## config.mk

```make
export PLATFORM = sky130hd
export DESIGN_NAME = voice_vca
export DESIGN_NICKNAME = d
export VERILOG_FILES = /design/src/rtl/audio_pkg.sv /design/src/rtl/serial_mult.sv /design/src/rtl/voice_vca.sv
export SDC_FILE = /design/constraint.sdc
export NUM_CORES = 1
export LEC_CHECK = 0
export ABC_AREA = 1
export CORE_MARGIN = 8
export CORE_UTILIZATION = 58
export DETAILED_ROUTE_END_ITERATION = 7
export GPL_TIMING_DRIVEN = 0
export PLACE_DENSITY_LB_ADDON = 0.2
export SLEW_MARGIN = 20
export SYNTH_ARGS = -nofsm -noshare
export SYNTH_HDL_FRONTEND = slang
export SYNTH_SLANG_ARGS = --single-unit
```

## constraint.sdc

```tcl
create_clock -name clk -period 2.8 [get_ports clk]
set_input_delay 0.42 -clock clk [delete_from_list [all_inputs] [get_ports clk]]
set_output_delay 0.42 -clock clk [all_outputs]
set_load 0.01 [all_outputs]
```

## src/rtl/audio_pkg.sv

```systemverilog
// Shared audio constants and the VCA sequencing states.
// Used by the envelope, VCA and mixer blocks.
package audio_pkg;

    localparam int BITDEPTH = 14;
    localparam int VOLBITS  = 8;

    typedef enum logic [1:0] {
        IDLE = 2'd0,
        MUL  = 2'd1,
        DONE = 2'd2
    } vca_state_t;

endpackage

```

## src/rtl/serial_mult.sv

```systemverilog
// Shift-add serial multiplier: signed sample times unsigned volume.
// One partial product per clk, result is the product shifted right by VOLBITS.
module serial_mult
    import audio_pkg::*;
#(
    parameter int BITDEPTH = audio_pkg::BITDEPTH,
    parameter int VOLBITS  = audio_pkg::VOLBITS
) (
    input  logic                       clk,
    input  logic                       rst,
    input  logic                       start,
    input  logic signed [BITDEPTH-1:0] mcand_in,
    input  logic        [VOLBITS-1:0]  mplier_in,
    output logic                       busy,
    output logic                       done,
    output logic signed [BITDEPTH-1:0] product
);

    localparam int AW = BITDEPTH + VOLBITS;
    localparam int CW = (VOLBITS > 1) ? $clog2(VOLBITS) : 1;
    localparam logic [CW-1:0] LAST = CW'(VOLBITS - 1);

    vca_state_t state;
    vca_state_t state_next;

    logic signed [AW-1:0]       acc;
    logic signed [BITDEPTH-1:0] mcand;
    logic        [VOLBITS-1:0]  mplier;
    logic        [CW-1:0]       cnt;
    logic signed [AW-1:0]       mcand_ext;
    logic signed [AW-1:0]       addend;

    // Sign-extended multiplicand aligned to the current bit weight
    always_comb begin
        mcand_ext = {{VOLBITS{mcand[BITDEPTH-1]}}, mcand};
        addend    = mcand_ext <<< cnt;
    end

    // State register
    always_ff @(posedge clk) begin
        if (rst) begin
            state <= IDLE;
        end else begin
            state <= state_next;
        end
    end

    // Next-state logic
    always_comb begin
        state_next = state;
        unique case (state)
            IDLE: if (start) state_next = MUL;
            MUL:  if (cnt == LAST) state_next = DONE;
            DONE: state_next = IDLE;
            default: state_next = IDLE;
        endcase
    end

    // Busy covers both the accumulate phase and the output cycle
    always_comb begin
        busy = (state != IDLE);
    end

    // Operand latch, accumulate and result register
    always_ff @(posedge clk) begin
        if (rst) begin
            acc     <= '0;
            mcand   <= '0;
            mplier  <= '0;
            cnt     <= '0;
            product <= '0;
            done    <= 1'b0;
        end else begin
            done <= 1'b0;
            unique case (state)
                IDLE: begin
                    if (start) begin
                        mcand  <= mcand_in;
                        mplier <= mplier_in;
                        acc    <= '0;
                        cnt    <= '0;
                    end
                end
                MUL: begin
                    if (mplier[cnt]) begin
                        acc <= acc + addend;
                    end
                    cnt <= cnt + CW'(1);
                end
                DONE: begin
                    product <= acc[AW-1:VOLBITS];
                    done    <= 1'b1;
                end
                default: begin
                    done <= 1'b0;
                end
            endcase
        end
    end

endmodule

```

## src/rtl/voice_vca.sv

```systemverilog
// Voice VCA: scales one oscillator sample by the envelope volume per sample_clock.
// Optional volume slew limiting is built when VCA_SMOOTH_EN is defined.
module voice_vca
    import audio_pkg::*;
#(
    parameter int BITDEPTH  = audio_pkg::BITDEPTH,
    parameter int VOLBITS   = audio_pkg::VOLBITS,
    parameter int SLEW_STEP = 4
) (
    input  logic                       clk,
    input  logic                       rst,
    input  logic                       sample_clock,
    input  logic signed [BITDEPTH-1:0] sample_in,
    input  logic        [VOLBITS-1:0]  volume,
    output logic signed [BITDEPTH-1:0] sample_out,
    output logic                       out_valid,
    output logic                       busy,
    output logic                       overrun
);

    if (SLEW_STEP < 1 || SLEW_STEP >= (1 << VOLBITS)) begin : g_bad_step
        $error("voice_vca: SLEW_STEP out of range");
    end

    logic                 sc_q;
    logic                 start_edge;
    logic                 accept;
    logic [VOLBITS-1:0]   mult_vol;

    // Rising-edge detect of the sample-rate clock; starts high so a
    // sample_clock already high at reset release is not an edge
    always_ff @(posedge clk) begin
        if (rst) begin
            sc_q <= 1'b1;
        end else begin
            sc_q <= sample_clock;
        end
    end

    // An edge is only accepted while the multiplier is idle
    always_comb begin
        start_edge = sample_clock & ~sc_q;
        accept     = start_edge & ~busy;
    end

    // Sticky flag for edges that arrive while a multiply is running
    always_ff @(posedge clk) begin
        if (rst) begin
            overrun <= 1'b0;
        end else if (start_edge && busy) begin
            overrun <= 1'b1;
        end
    end

`ifdef VCA_SMOOTH_EN
    localparam logic [VOLBITS-1:0] STEP = VOLBITS'(SLEW_STEP);

    logic [VOLBITS-1:0] vol_eff;
    logic [VOLBITS-1:0] vol_next;

    // Move the effective volume toward the target by at most STEP
    always_comb begin
        vol_next = vol_eff;
        if (volume > vol_eff) begin
            if ((volume - vol_eff) <= STEP) vol_next = volume;
            else vol_next = vol_eff + STEP;
        end else if (volume < vol_eff) begin
            if ((vol_eff - volume) <= STEP) vol_next = volume;
            else vol_next = vol_eff - STEP;
        end
    end

    // Effective volume advances once per accepted operation
    always_ff @(posedge clk) begin
        if (rst) begin
            vol_eff <= '0;
        end else if (accept) begin
            vol_eff <= vol_next;
        end
    end

    assign mult_vol = vol_next;
`else
    assign mult_vol = volume;
`endif

    serial_mult #(
        .BITDEPTH (BITDEPTH),
        .VOLBITS  (VOLBITS)
    ) u_mult (
        .clk       (clk),
        .rst       (rst),
        .start     (accept),
        .mcand_in  (sample_in),
        .mplier_in (mult_vol),
        .busy      (busy),
        .done      (out_valid),
        .product   (sample_out)
    );

endmodule

```

==> flow_summary.ini, run 1 <==
[timing]
maxSlewViolCount = 0
setup_violations = 0
slew_headroom = 0.557
worst_slew_pin_slew_ps = 665
finalHoldViolCount = 0
min_period_ps = 2640
fmax_ghz = 0.379
rsz0062_at_grt = yes
whs_ps = 468
finalCritPeriodShare = 0.943
finClkSkew_ps = 8.62

[synthesis]
ys_top_cells_by_area = dfxtp_1 (30%), nand2_1 (17%), nor2_1 (9.8%)
syn_nets = 769
synth.top_cells.by_count = nand2_1 (204), nor2_1 (115), inv_1 (81)
ys_seq_area_frac = 0.299
synth_area_sq_um = 4420
synth_edf_count = 0
ys_async_sr_fraction = 0
yosysTopAreaCellShare = 0.299
syn_inst = 720
ys.flop_type = dfxtp_1
synth_area_per_cell_sq_um = 6.14
synth_most_common_cell = nand2_1
synth-seq-cells = 66
synth_top_area_cell = dfxtp_1
yosys.cell_types.count = 35
ys_warn_count = 0

[floorplanning]
die_h_um = 103
fp.dieArea_sq_um = 10700
pin_count = 42
die_x_um = 103
core_area_sq_um = 7570
initial_utilization = 0.584
rows = 32

[placement]
dp_hpwl_um = 9790
io_buffers = 40
gp_congestion = 0.970
place_area_sq_um = 4950

[global_routing]
grt_usage = 0.239
antenna_found_initial = 0
grt_pass1_vias = 4391
grt.overflow.total = 0
grt_pass1_wl_um = 19900
grt_max_degree = 19

[power]
leakage_nw = 2.51
powerDensity_nw_per_um2 = 394
peakVddDrop_mv = 0.401

[final_layout]
area.growth.synth_to_final_pct = 20.4
ff_latch_area_sq_um = 1320
fin_nets = 827
n_fill_cell = 683
fin_area_sq_um = 5320
post_route_cells_drive_above_1_share = 0.114
multi_input_area_sq_um = 2750
antenna_cells = 0
final_core_util = 0.704

[detailed_routing]
drt-wirelength-per-cell_um = 14.0
ant_nets = 0
num_vias = 4698
vias_per_cell = 5.31
firstDrtPassIters = 6
remaining_drc_errors = 0
wl_um = 12400
drt_iter0_drc = 293

[clock_tree]
clkTransAtPathRegs_ps = 80
cts_hold_buf = 0
root_buffer = clkbuf_8
cts_buffer_depth = 2
cts_made_buffers = 9
cts.sinks = 66
clk_latency_ps = 340
cts_tree = built
htreeDepth = 3

[worst_setup_path]
worst-path-buf-inv = 2
critPathLaunchType = flip-flop
critical_path_class = reg2reg
cp.required_ps = 3010
cp_top_family = simple AND/OR/NAND/NOR gates
critPathSlowestCell = ha_1
arrival_ps = 2850
worstPathMaxFanout = 10
cp-end-kind = flip-flop
worstPathCellList = buf_6 -> buf_4 -> o21ai_1 -> nand2_1 -> o21ai_1 -> o21ai_0 -> ha_1 -> nand2_1 -> nor2_2 -> and2_1 -> nand3_1 -> nand3_1 -> nand2_1 -> nand3_1 -> a21oi_1
cpPeakStageDelay_ps = 420

[status]
status = finished, final reports clean

[hold_path]
worstHoldPathType = in2reg

[run]
drv_cap = 0
## power breakdown
part / internal, W / leakage (nW) / switching (W) / total [W]
Clock: 0.000417 / 0.104 / 0.000393 / 0.000810
Combinational: 0.000126 / 1.87 / 0.000183 / 0.000308
Sequential: 0.000962 / 0.536 / 0.0000183 / 0.000981
Total: 0.00151 / 2.51 / 0.000594 / 0.00210
## flip-flops by register name (all words and copies together) (netlist names)
register / cells
u_mult.cnt: 3
sc_q: 1
u_mult.state: 2
u_mult.mcand: 14
u_mult.mplier: 8
u_mult.acc: 22
overrun: 1
u_mult.done: 1
u_mult.product: 14
## path summary, 6_finish.rpt
check | startpoint | endpoint | slack [ps] | cells after the start
worst min-delay path | rst | u_mult.acc[10]$_SDFFE_PP0P_ | 470 | 2
worst max-delay path | u_mult.cnt[0]$_SDFFE_PP0P_ | u_mult.acc[19]$_SDFFE_PP0P_ | 160 | 15
worst min register to register | u_mult.product[6]$_SDFFE_PP0P_ | u_mult.product[6]$_SDFFE_PP0P_ | 490 | 2
worst max register to register | u_mult.cnt[0]$_SDFFE_PP0P_ | u_mult.acc[19]$_SDFFE_PP0P_ | 160 | 15
## logic make-up (layout without fill, tap and decap cells)
logic type	after synthesis	count (layout)	synth area share
flops	66	66	0.299
compound gates	111	111	0.131
xor+xnor	2	2	0.00396
mux	4	4	0.00906
buf+inv	111	174	0.102
simple gates	402	402	0.385
fa+ha+maj	24	24	0.0696
## area by class of cell
type | count | share of cell area
Tap cell | 102 | 0.0240
Inverter | 84 | 0.0595
Buffer | 26 | 0.0270
Clock inverter | 7 | 0.0141
Clock buffer | 9 | 0.0233
Sequential cell | 66 | 0.249
Multi-Input combinational cell | 543 | 0.517
Timing Repair Buffer | 48 | 0.0865
## timing repair
item                                    in CTS  in global routing
setup buffers                                0                  8
pin swaps                                    0                 11
resized for setup                            4                 56
endpoints found under the setup margin      12                 17
## layout by cell type (no fill, tap or decap), drive strengths merged
cell           synthesis  routed
nor2                 116     116
dfxtp                 66      66
bufinv                 0       1
clkdlybuf4s50          0      40
nand3                 61      61
clkinv                 2       6
and2                   2       2
nand2                205     205
ha                    23      23
o21ai                 69      69
nand3b                 3       3
buf                   10      18
fa                     1       1
a211oi                 1       1
clkbuf                17      25
xor2                   1       1
a21oi                 39      39
inv                   82      84
mux2i                  4       4
nor3                   3       3
nand4                  4       4
or2                    8       8
xnor2                  1       1
o21a                   1       1
o211ai                 1       1
## worst register-to-register path, delay by kind of cell (launching register included)
kind,cells,cell delay [ps]
AND/OR/NAND/NOR,8,880
AO/OA/AOI/OAI,4,550
adder cells (fa/ha/maj),1,420
flip-flops,1,350
buffers and inverters,2,310
## through the flow
step | std cells | setup slack, ps | total power (W) | setup TNS [ps]
finish | 885 | 160 | 0.00210 | 0
global route | 885 | -45.6 | 0.00220 | -69.6
CTS | 877 | 23.9 | 0.00208 | 0
detailed placement | 862 | -240 | 0.00128 | -1280
global placement | 862 | -237 | 0.00127 | -1180
floorplan | 720 | 359 | 0.00119 | 0
## routing by layer
metal,track usage,routed length (um),up-vias
met2,0.411,5990,133
met4,0.102,350,0
li1,-,-,2407
met3,0.0415,463,26
met5,0,0,-
met1,0.285,5560,2132
(Power assumes the default switching activity.)
==> inputs of run 2 (changes only) <==
REMOVE_ABC_BUFFERS = 1   (was not set)
==> run 2 against run 1 <==
Critical path depth down 2; global-route usage down 1.9 points; largest cell class unchanged; first-iteration DRC count down 2.7%; hold slack better by 15 ps; maximum frequency up 0.90%; combinational power down 9.7%; highest routed layer unchanged.
==> flow_summary.ini, run 2 (synthesis results as in run 1) <==
[status]
status = finished, final reports clean

[timing]
slew_headroom = 0.597
finClkSkew_ps = 13.3
finalHoldViolCount = 0
whs_ps = 483
fmax_ghz = 0.382
worst_slew_pin_slew_ps = 604
setup_violations = 0
finalCritPeriodShare = 0.934
tns_ps = 0
rsz0062_at_grt = yes
maxSlewViolCount = 0
min_period_ps = 2620

[floorplanning]
rows = 32
die_h_um = 103
core_area_sq_um = 7570
pin_count = 42
initial_utilization = 0.584
fp.dieArea_sq_um = 10700
die_x_um = 103

[placement]
dp_cells = 837
dp_hpwl_um = 8340
place_area_sq_um = 4850
gp_congestion = 0.943
io_buffers = 41

[final_layout]
instances_no_fill = 865
area.growth.synth_to_final_pct = 17.4
top_regs = u_mult.acc (22), u_mult.mcand (14), u_mult.product (14)
largest_register_ffs = 22
post_route_cells_drive_above_1_share = 0.0917
fin_nets = 808
fin_area_sq_um = 5190
ff_latch_area_sq_um = 1330
multi_input_area_sq_um = 2670
n_fill_cell = 680
largest-register = u_mult.acc
mostFrequentLayoutCells = nand2_1 (203), nor2_1 (111), inv_1 (78)
final_common_cell = nand2_1
antenna_cells = 0

[detailed_routing]
remaining_drc_errors = 0
vias_per_cell = 5.18
firstDrtPassIters = 5
wl_um = 11300
num_vias = 4484
drt_iter0_drc = 285
ant_nets = 0
drt-wirelength-per-cell_um = 13.1

[clock_tree]
clk_latency_ps = 350
cts_hold_buf = 0
root_buffer = clkbuf_8
cts_buffer_depth = 2
htreeDepth = 3
cts.sinks = 66
clkTransAtPathRegs_ps = 80
cts_made_buffers = 9
cts_tree = built

[global_routing]
grt_pass1_vias = 4115
grt_max_degree = 43
grt.overflow.total = 0
antenna_found_initial = 0
grt_usage = 0.220
grt_pass1_wl_um = 18600

[worst_setup_path]
critPathLaunchType = flip-flop
cp-end-kind = flip-flop
worstPathMaxFanout = 12
critical_path_class = reg2reg
arrival_ps = 2820
cp.required_ps = 3010

[power]
peakVddDrop_mv = 0.263
leakage_nw = 2.44
powerDensity_nw_per_um2 = 401

[run]
drv_cap = 0

[hold_path]
worstHoldPathType = reg2reg
==> run 2: changes by cell type in the layout (fill, tap and decap cells not counted), moves of 3 or more <==
cell	before	now
o21ai_1	19	13
nand2_1	198	203
inv_1	81	78
a21oi_2	7	4
dfxtp_4	0	3
clkinvlp_4	0	5
clkbuf_2	4	1
clkbuf_1	11	0
nand2_2	6	1
nand3_1	47	50
o21ai_0	48	56
a21oi_1	32	35
==> run 2: layout make-up <==
cell class                 instances  area share
timing repair buffer              53      0.0988
clock inverter                     4     0.00988
inverter                          84      0.0634
sequential                        66       0.257
clock buffer                      11      0.0292
tap                              102      0.0246
multi-input combinational        543       0.515
timing repair inverter             2     0.00289
==> run 2: layer usage <==
metal | up-vias | part of all wire | GRT usage
li1 | 2362 | - | -
met1 | 1981 | 0.45 | 0.275
met2 | 116 | 0.47 | 0.365
met3 | 25 | 0.055 | 0.0442
met4 | 0 | 0.022 | 0.0812
met5 | - | 0 | 0
==> run 2: stage by stage <==
stage / setup slack, ps / util / total power, W
after floorplan: 243 / - / 0.00117
after global placement: -600 / 0.637 / 0.00126
after detailed placement: -393 / 0.641 / 0.00127
after CTS: 22.3 / 0.671 / 0.00208
after global routing: -24.2 / 0.686 / 0.00218
final: 184 / 0.686 / 0.00208
==> run 2: worst paths after layout <==
check / start / cells after the start / slack, ps / endpoint
setup / recovery: u_mult.cnt[1]$_SDFFE_PP0P_ / 13 / 180 / u_mult.acc[10]$_SDFFE_PP0P_
hold / removal: u_mult.product[9]$_SDFFE_PP0P_ / 2 / 480 / u_mult.product[9]$_SDFFE_PP0P_
setup reg to reg: u_mult.cnt[1]$_SDFFE_PP0P_ / 13 / 180 / u_mult.acc[10]$_SDFFE_PP0P_
hold reg to reg: u_mult.product[9]$_SDFFE_PP0P_ / 2 / 480 / u_mult.product[9]$_SDFFE_PP0P_
==> run 2: what timing repair did <==
action	CTS	global route
buffers inserted	0	11
gates cloned	1	1
resized for setup	9	20
pin swaps	0	3
setup endpoints to repair	19	17
==> run 2: power by group <==
part	switching [W]	internal, W
Sequential	0.0000205	0.000961
Clock	0.000367	0.000455
Combinational	0.000165	0.000113
Total	0.000553	0.00153
==> run 2: critical path, cell delays in order, from the launching register on <==
cell and delay (ps):
dfxtp_4 470, clkinvlp_4 200, clkbuf_2 200, nand2_1 80, o21ai_1 100, mux2i_1 160, ha_1 290, nand2_1 120
inv_1 50, a21oi_1 180, nand3_1 160, or2_2 320, nand3_2 80, a21oi_1 70
==> inputs of run 3 (changes only) <==
PLACE_DENSITY = 0.81   (was not set)
PLACE_DENSITY_LB_ADDON = not set   (was 0.2)
==> run 3 against run 2 <==
Wire length grew 1.6%; clock skew is 2.6 ps higher; global-route usage fell by 0.16 points; critical path depth increased by 1; first-iteration DRC count decreased by 11%; die area stayed put; utilization fell by 0.23 points; largest power group unchanged.
==> flow_summary.ini, run 3 (synthesis results as in run 1) <==
[worst_setup_path]
cp.required_ps = 3010
arrival_ps = 2850
worstPathMaxFanout = 12
critical_path_class = reg2reg
reg2reg_slack_ps = 160
r2r-start = u_mult.cnt[0]$_SDFFE_PP0P_
critPathLaunchType = flip-flop
r2r_cells = 14
cp-end-kind = flip-flop
r2r_end = u_mult.acc[17]$_SDFFE_PP0P_

[global_routing]
grt.overflow.total = 0
top_usage_layer = met2
grt_max_degree = 43
grt_use_met1 = 0.272
met2_usage = 0.362
grt_pass1_vias = 4011
grt_usage = 0.218
antenna_found_initial = 0
grt_pass1_wl_um = 18400
met3_usage = 0.0382

[final_layout]
final_core_util = 0.684
mostFrequentLayoutCells = nand2_1 (203), nor2_1 (113), inv_1 (78)
multi_input_area_sq_um = 2670
largest-register = u_mult.acc
n_fill_cell = 685
largest_register_ffs = 22
post_route_cells_drive_above_1_share = 0.0829
antenna_cells = 0
ff_latch_area_sq_um = 1330
top_regs = u_mult.acc (22), u_mult.mcand (14), u_mult.product (14)
area.growth.synth_to_final_pct = 17.0
final_common_cell = nand2_1
fin_nets = 804

[floorplanning]
pin_count = 42
die_h_um = 103
rows = 32
die_x_um = 103
initial_utilization = 0.584
fp.dieArea_sq_um = 10700
core_area_sq_um = 7570

[clock_tree]
htreeDepth = 3
clk_latency_ps = 350
clkTransAtPathRegs_ps = 80
cts_hold_buf = 0
cts_tree = built
cts.sinks = 66
cts_buffer_depth = 2
cts_made_buffers = 9
root_buffer = clkbuf_8

[placement]
gp_congestion = 0.909
dp_hpwl_um = 8280
io_buffers = 41

[timing]
worst_slew_pin_slew_ps = 946
finClkSkew_ps = 16.0
min_period_ps = 2640
maxSlewViolCount = 0
finalHoldViolCount = 0
whs_ps = 479
finalCritPeriodShare = 0.943
slew_headroom = 0.365
fmax_ghz = 0.379
setup_violations = 0

[detailed_routing]
firstDrtPassIters = 5
vias_per_cell = 5.27
wl_um = 11500
drt_iter0_drc = 253
remaining_drc_errors = 0
ant_nets = 0
drt-wirelength-per-cell_um = 13.3
num_vias = 4545

[status]
status = finished, final reports clean

[hold_path]
hold_depth = 2
worstHoldPathType = reg2reg
min_to = overrun$_SDFFE_PP0P_
hp-start = overrun$_SDFFE_PP0P_

[power]
p_sw_frac = 0.272
p_sw_w = 0.000590
internal_power_w = 0.00158
peakVddDrop_mv = 0.344
leakage_nw = 2.42
seqPwrFrac = 0.453
pwr-share-comb = 0.127
powerDensity_nw_per_um2 = 419
clkPwrFrac = 0.420

[run]
drv_cap = 0
run 3: power by group through the flow:
stage / Combinational, W / Sequential [W] / Clock [W]
floorplan: 0.000174 / 0.000999 / 0
global placement: 0.000254 / 0.00100 / 0
detailed placement: 0.000265 / 0.00101 / 0
CTS: 0.000267 / 0.000983 / 0.000914
global route: 0.000313 / 0.000984 / 0.000960
finish: 0.000276 / 0.000982 / 0.000909
run 3: worst max-delay path by stage:
stage | to | slack, ps | start
4_1_cts | u_mult.acc[16]$_SDFFE_PP0P_ | 60 | u_mult.cnt[0]$_SDFFE_PP0P_
2_1_floorplan | u_mult.acc[8]$_SDFFE_PP0P_ | 240 | u_mult.cnt[0]$_SDFFE_PP0P_
6_report | u_mult.acc[17]$_SDFFE_PP0P_ | 160 | u_mult.cnt[0]$_SDFFE_PP0P_
5_1_grt | u_mult.acc[17]$_SDFFE_PP0P_ | -20 | u_mult.cnt[0]$_SDFFE_PP0P_
3_3_place_gp | u_mult.mcand[0]$_SDFFE_PP0P_ | -630 | sample_clock
3_5_place_dp | u_mult.acc[17]$_SDFFE_PP0P_ | -420 | u_mult.cnt[0]$_SDFFE_PP0P_
run 3: cell type report:
type | count | area share
flip-flops and latches | 66 | 0.258
clock inverters | 6 | 0.0174
well taps | 102 | 0.0247
clock buffers | 10 | 0.0247
repair buffers | 49 | 0.0938
multi-input cells | 543 | 0.515
repair inverters | 2 | 0.00290
inverters | 84 | 0.0636
run 3: critical path: stages (launching register included):
cell	delay, ps
dfxtp_4	460
buf_4	230
o21ai_0	140
o21ai_0	230
o21ai_0	170
ha_1	390
nand2_1	110
nor2_1	150
inv_1	80
nor3_1	160
nand2_1	130
nand2_1	80
nand2_1	60
nand3_2	60
a21oi_2	60
run 3: routing by layer:
layer / part of all wire / wire length, um / vias to the layer above
met4: 0.022 / 250 / 0
met1: 0.44 / 5100 / 2025
li1: - / - / 2352
met5: 0 / 0 / -
met2: 0.47 / 5420 / 147
met3: 0.063 / 723 / 21
run 3: metrics by stage:
step | power (W) | area (sq um) | std cells | worst slack [ps] | setup TNS, ps
2_1_floorplan | 0.00117 | 4290 | 693 | 243 | 0
3_3_place_gp | 0.00126 | 4820 | 836 | -629 | -19180
3_5_place_dp | 0.00127 | 4850 | 837 | -423 | -12870
4_1_cts | 0.00217 | 5090 | 854 | 58.2 | 0
5_1_grt | 0.00226 | 5170 | 862 | -24.3 | -93.6
6_report | 0.00217 | 5170 | 862 | 159 | 0
run 3: repair_timing:
| item | in CTS | in global routing |
|---|---|---|
| cloned | 1 | 1 |
| endpoints found under the setup margin | 19 | 16 |
| gates resized for setup | 8 | 17 |
| setup buffers | 0 | 7 |
